[src/rtl/bcd_countdown_if.sv]
// Control/status bundle between the timer datapath and a BCD countdown counter.
// The controller (prescaler, keypad logic) is the master; the counter is the slave.
interface bcd_countdown_if #(
    parameter int DIGITS = 4
);
    logic                  en;
    logic                  load;
    logic [4*DIGITS-1:0]   load_val;
    logic                  start;
    logic                  pause;
    logic [4*DIGITS-1:0]   count;
    logic                  busy;
    logic                  done;

    modport master (
        output en, load, load_val, start, pause,
        input  count, busy, done
    );

    modport slave (
        input  en, load, load_val, start, pause,
        output count, busy, done
    );
endinterface

[src/rtl/bcd_countdown.sv]
// Loadable multi-digit BCD down-counter with one-shot or periodic (auto-reload) operation.
// Input priority: rst > load > pause > start > en; all outputs come straight from registers.
module bcd_countdown #(
    parameter int DIGITS = 4,
    parameter bit RELOAD = 1'b0
) (
    input  logic             clk,
    input  logic             rst,
    bcd_countdown_if.slave   cd_if
);
    localparam int W = 4 * DIGITS;

    typedef enum logic [1:0] {
        IDLE  = 2'd0,
        RUN   = 2'd1,
        PAUSE = 2'd2
    } state_t;

    state_t         state_q, state_d;
    logic [W-1:0]   count_q, count_d;
    logic [W-1:0]   shadow_q, shadow_d;
    logic           busy_q, busy_d;
    logic           done_q, done_d;
    logic [W-1:0]   dec_val;

    // Clamp every nibble above 9 down to 9 so the stored value is always valid BCD.
    function automatic logic [W-1:0] bcd_sat(input logic [W-1:0] v);
        logic [W-1:0] r;
        r = v;
        for (int i = 0; i < DIGITS; i++) begin
            if (v[4*i +: 4] > 4'd9) begin
                r[4*i +: 4] = 4'd9;
            end
        end
        return r;
    endfunction

    // Borrow enters digit 0 and ripples upward through every digit sitting at 0.
    function automatic logic [W-1:0] bcd_dec(input logic [W-1:0] v);
        logic [W-1:0] r;
        logic         borrow;
        r      = v;
        borrow = 1'b1;
        for (int i = 0; i < DIGITS; i++) begin
            if (borrow) begin
                if (v[4*i +: 4] == 4'd0) begin
                    r[4*i +: 4] = 4'd9;
                end else begin
                    r[4*i +: 4] = v[4*i +: 4] - 4'd1;
                    borrow      = 1'b0;
                end
            end
        end
        return r;
    endfunction

    assign dec_val = bcd_dec(count_q);

    always_comb begin
        state_d  = state_q;
        count_d  = count_q;
        shadow_d = shadow_q;
        done_d   = 1'b0;

        if (cd_if.load) begin
            count_d  = bcd_sat(cd_if.load_val);
            shadow_d = bcd_sat(cd_if.load_val);
            state_d  = IDLE;
        end else begin
            unique case (state_q)
                IDLE: begin
                    if (cd_if.start) begin
                        if (count_q != '0) begin
                            state_d = RUN;
                        end else begin
                            done_d = 1'b1;
                        end
                    end
                end
                RUN: begin
                    if (cd_if.pause) begin
                        state_d = PAUSE;
                    end else if (cd_if.en) begin
                        if (dec_val == '0) begin
                            // Terminal count: zero is shown only when the run actually stops.
                            done_d = 1'b1;
                            if (RELOAD && (shadow_q != '0)) begin
                                count_d = shadow_q;
                            end else begin
                                count_d = '0;
                                state_d = IDLE;
                            end
                        end else begin
                            count_d = dec_val;
                        end
                    end
                end
                PAUSE: begin
                    if (cd_if.start) begin
                        state_d = RUN;
                    end
                end
                default: state_d = IDLE;
            endcase
        end

        busy_d = (state_d != IDLE);
    end

    always_ff @(posedge clk) begin
        if (rst) begin
            state_q  <= IDLE;
            count_q  <= '0;
            shadow_q <= '0;
            busy_q   <= 1'b0;
            done_q   <= 1'b0;
        end else begin
            state_q  <= state_d;
            count_q  <= count_d;
            shadow_q <= shadow_d;
            busy_q   <= busy_d;
            done_q   <= done_d;
        end
    end

    assign cd_if.count = count_q;
    assign cd_if.busy  = busy_q;
    assign cd_if.done  = done_q;
endmodule

[src/flat_wrapper.sv]
// flat-port wrapper written by rule: the top's interface ports become plain ports
module bcd_countdown_flat 
#(
    parameter int DIGITS = 4,
    parameter bit RELOAD = 1'b0
)
  (clk, rst, cd_if_en, cd_if_load, cd_if_load_val, cd_if_start, cd_if_pause, cd_if_count, cd_if_busy, cd_if_done);
  bcd_countdown_if #(.DIGITS(DIGITS)) cd_if_i ();
  input  logic clk;
  input  logic rst;
  input wire logic [$bits(cd_if_i.en)-1:0] cd_if_en;
  input wire logic [$bits(cd_if_i.load)-1:0] cd_if_load;
  input wire logic [$bits(cd_if_i.load_val)-1:0] cd_if_load_val;
  input wire logic [$bits(cd_if_i.start)-1:0] cd_if_start;
  input wire logic [$bits(cd_if_i.pause)-1:0] cd_if_pause;
  output wire logic [$bits(cd_if_i.count)-1:0] cd_if_count;
  output wire logic [$bits(cd_if_i.busy)-1:0] cd_if_busy;
  output wire logic [$bits(cd_if_i.done)-1:0] cd_if_done;
  assign cd_if_i.en = cd_if_en;
  assign cd_if_i.load = cd_if_load;
  assign cd_if_i.load_val = cd_if_load_val;
  assign cd_if_i.start = cd_if_start;
  assign cd_if_i.pause = cd_if_pause;
  assign cd_if_count = cd_if_i.count;
  assign cd_if_busy = cd_if_i.busy;
  assign cd_if_done = cd_if_i.done;
  bcd_countdown #(.DIGITS(DIGITS), .RELOAD(RELOAD)) u_core (.clk(clk), .rst(rst), .cd_if(cd_if_i));
endmodule
[config.mk]
export PLATFORM = sky130hd
export DESIGN_NAME = bcd_countdown_flat
export DESIGN_NICKNAME = d
export VERILOG_FILES = /design/src/rtl/bcd_countdown_if.sv /design/src/rtl/bcd_countdown.sv /design/src/flat_wrapper.sv
export SDC_FILE = /design/constraint.sdc
export NUM_CORES = 1
export LEC_CHECK = 0
export BUFFER_PORTS_ARGS = -buffer_cell sky130_fd_sc_hd__buf_2
export CAP_MARGIN = 20
export CORE_UTILIZATION = 40
export CTS_CLUSTER_SIZE = 8
export DETAILED_ROUTE_END_ITERATION = 10
export PLACE_DENSITY = 0.64
export SLEW_MARGIN = 20
export SYNTH_ARGS = -nofsm -noshare
export SYNTH_HDL_FRONTEND = slang
export SYNTH_SLANG_ARGS = --single-unit
[constraint.sdc]
create_clock -name clk -period 1.7 [get_ports clk]
set_input_delay 0.255 -clock clk [delete_from_list [all_inputs] [get_ports clk]]
set_output_delay 0.255 -clock clk [all_outputs]
set_load 0.01 [all_outputs]
==> results.toml <==
[clocking]
clockBufferDepth = 2
clock_latency_ns = 0.30
cts_hold_buf = 0
cts-root-buf = "clkbuf_4"
cts_tree = "yes"
numCtsBuffers = 3
clock-sinks = 20
ctsHtreeMaxLevel = 1
cts.reportedPaths.clkPinSlew_ns = 0.12

[synthesis]
synth_top_family_by_area = "simple AND/OR/NAND/NOR gates"
synth_cells = 155
async_reset_ff_frac = 0
synth_edf_count = 0
synth_xor_area_frac = 0.0426
synth_area_um2 = 1230
synth_cell_types = 45
synth-seq-cells = 20
synthFlopType = "dfxtp_1"
synth_compound_area_frac = 0.230
netlist_top_cells_area = "dfxtp_1 32%, a21oi_1 5.7%, nor3_1 4.9%"
yosysTopAreaCell = "dfxtp_1"
synth_simple_gate_area_frac = 0.324
muxShareOfSynthArea = 0.0254
syn_avg_cell_area_um2 = 7.96
yosysWarningCount = 0
synth_adder_area_share = 0
synth_fp_nets = 177
synth-seq-area-share = 0.325
synth_top_area_share = 0.325

[global_routing]
grt_pass1_vias = 1439
grt_start_max_net_pins = 18
track_usage = 0.259
grt_pass1_wl_um = 6560
gr-total-overflow = 0
antenna_found_initial = 0

[routing]
drt_iter0_drc = 67
routed_via_density = 5.78
firstDrtPassIters = 8
routed_wl_um = 4020
wire_per_inst_um = 15.8
vias = 1475
drc_errors = 1
ant_nets = 0

[timing]
hold_viol = 0
relSlewSlack = 0.756
rsz0062_at_grt = "yes"
report.final.slew_viol_count = 0
min_period_ns = 1.81
finalSetupViolCount = 10
fin_ws_ns = -0.110
finalCritPeriodShare = 1.06
fin_skew_ns = 0.00871
worst_hold_slack_ns = 0.196
fmax_ghz = 0.552
worst_pin_slew_ns = 0.363

[worst_setup_path]
path_max_fanout = 3
cp_common_cell = "or4_4"
critPathLaunchType = "flop"
crit_buf_inv = 0
cp_cell_sequence = "or4_4, or4_4, o2111ai_2, nand3b_1"
cp.arrival_ns = 2.01
cp_slowest_cell = "or4_4"
cp_top_family = "simple AND/OR/NAND/NOR gates"
path_class = "flop to flop"
required_ns = 1.90
worstSetupEndpointType = "flop"
max_stage_delay_ns = 0.56

[floorplan]
io_pins = 40
die_area_um2 = 3310
start_util = 0.436
die_y_um = 57.5
rows = 19
die_width_um = 57.5
coreArea_um2 = 2830

[outcome]
violations = "design-rule violations, negative setup slack"
status = "finished with violations"

[pwr]
power_density_nw_per_um2 = 610
ir_worst_vdd_uv = 362
p_leak_uw = 0.000817
totalPowerFinal_uw = 1130

[flow_run]
drv_cap = 0

[layout]
syn_to_final_growth_pct = 50.3
fillCellCount = 266
drive_gt1_frac = 0.491
fin_nets = 248
n_antenna_cell = 0

[placement]
place.gp.congestion = 0.940
place_ws_ns = -0.187
dp_hpwl_um = 2980
io_buffers = 39

[worst_hold_path]
hp-class = "input pin to flop"
==> repair_timing <==
action                     4_1_cts  5_1_grt
setup buffers                    4        1
gates cloned                     0        0
setup endpoints to repair       10       13
pin swaps                       10        0
gates resized for setup         11       13
==> worst paths after layout <==
check / start / to / slack, ns / depth (start not counted)
max: u_core.cd_if.count[8] / u_core.cd_if.busy / -0.11 / 4
min: cd_if_load_val[1] / u_core.cd_if.count[1] / 0.20 / 3
max reg2reg: u_core.cd_if.count[8] / u_core.cd_if.busy / -0.11 / 4
min reg2reg: u_core.cd_if.count[13] / u_core.cd_if.count[13] / 0.55 / 2
==> tightest hold or removal path, stage by stage <==
cell and delay, ns:
buf_2 0.10, a21oi_2 0.04, nor2_1 0.08
==> routing by layer <==
metal / vias to the layer above / track usage / part of all wire / routed length [µm]
li1: 733 / - / - / -
met1: 674 / 0.339 / 0.45 / 1810
met2: 60 / 0.420 / 0.48 / 1920
met3: 8 / 0.0385 / 0.058 / 235
met4: 0 / 0.115 / 0.016 / 63
met5: - / 0 / 0 / 0
==> where the power goes <==
part / total, µW / switching (µW) / internal, µW
Sequential: 524 / 28.7 / 496
Combinational: 375 / 190 / 184
Clock: 232 / 150 / 82.7
==> metrics by stage <==
stage                      util  area (µm²)  cells  TNS, ns
final                     0.655        1850    255   -0.746
after detailed placement  0.598        1690    247    -1.01
after global placement    0.598        1690    247   -0.737
after CTS                 0.630        1780    254   -0.657
after floorplan               -        1280    155   -0.451
after global routing      0.655        1850    255    -1.51
==> layout by cell type (no fill, tap or decap), types with 2 or more instances in the layout <==
master	count
nor2b_1	2
nand3_1	4
buf_6	3
clkbuf_4	3
and3_1	4
mux2i_1	2
nor4_2	3
dfxtp_4	2
or4b_1	2
o21ai_1	3
nand4_1	3
a21oi_1	11
buf_2	39
a31oi_1	2
buf_4	32
dfxtp_2	7
a21o_1	3
xnor2_1	6
a21oi_2	3
or4_4	4
dfxtp_1	11
a311oi_2	2
a211oi_1	2
o21ai_0	3
o21a_1	2
inv_1	6
nor2_1	15
o22ai_1	5
nand2_1	6
nor3_1	11
==> final cells by class <==
type                    instances  area, µm²  share of cell area
flip-flops and latches         20        417               0.225
multi-input cells             120        881               0.475
well taps                      31       38.8              0.0209
inverters                       7       26.3              0.0142
clock buffers                   3       22.5              0.0121
repair buffers                 74        469               0.253
==> synth_stat cells (2+ instances only) <==
library cell / n
a211oi_1: 2
a21o_1: 3
a21oi_1: 14
a311oi_1: 3
a31oi_1: 2
and3_1: 5
buf_2: 2
clkbuf_1: 5
dfxtp_1: 20
inv_1: 6
mux2i_1: 2
nand2_1: 7
nand3_1: 4
nand4_1: 3
nor2_1: 15
nor2b_1: 2
nor3_1: 12
nor4_1: 3
o21a_1: 2
o21ai_0: 3
o21ai_1: 3
o22ai_1: 5
or4_1: 4
or4b_1: 2
xnor2_1: 6
==> sequential cells by signal, indices dropped and copies added, names as in the netlist <==
name,flops
u_core.cd_if.count,16
u_core.cd_if.done,1
u_core.cd_if.busy,1
u_core.state_q,2
==> cells by family after synthesis <==
kind of cell,count (synthesis)
compound gates,44
buf+inv,15
mux,3
simple gates,67
flops,20
xor+xnor,6
Power figures use the tool's default switching activity.
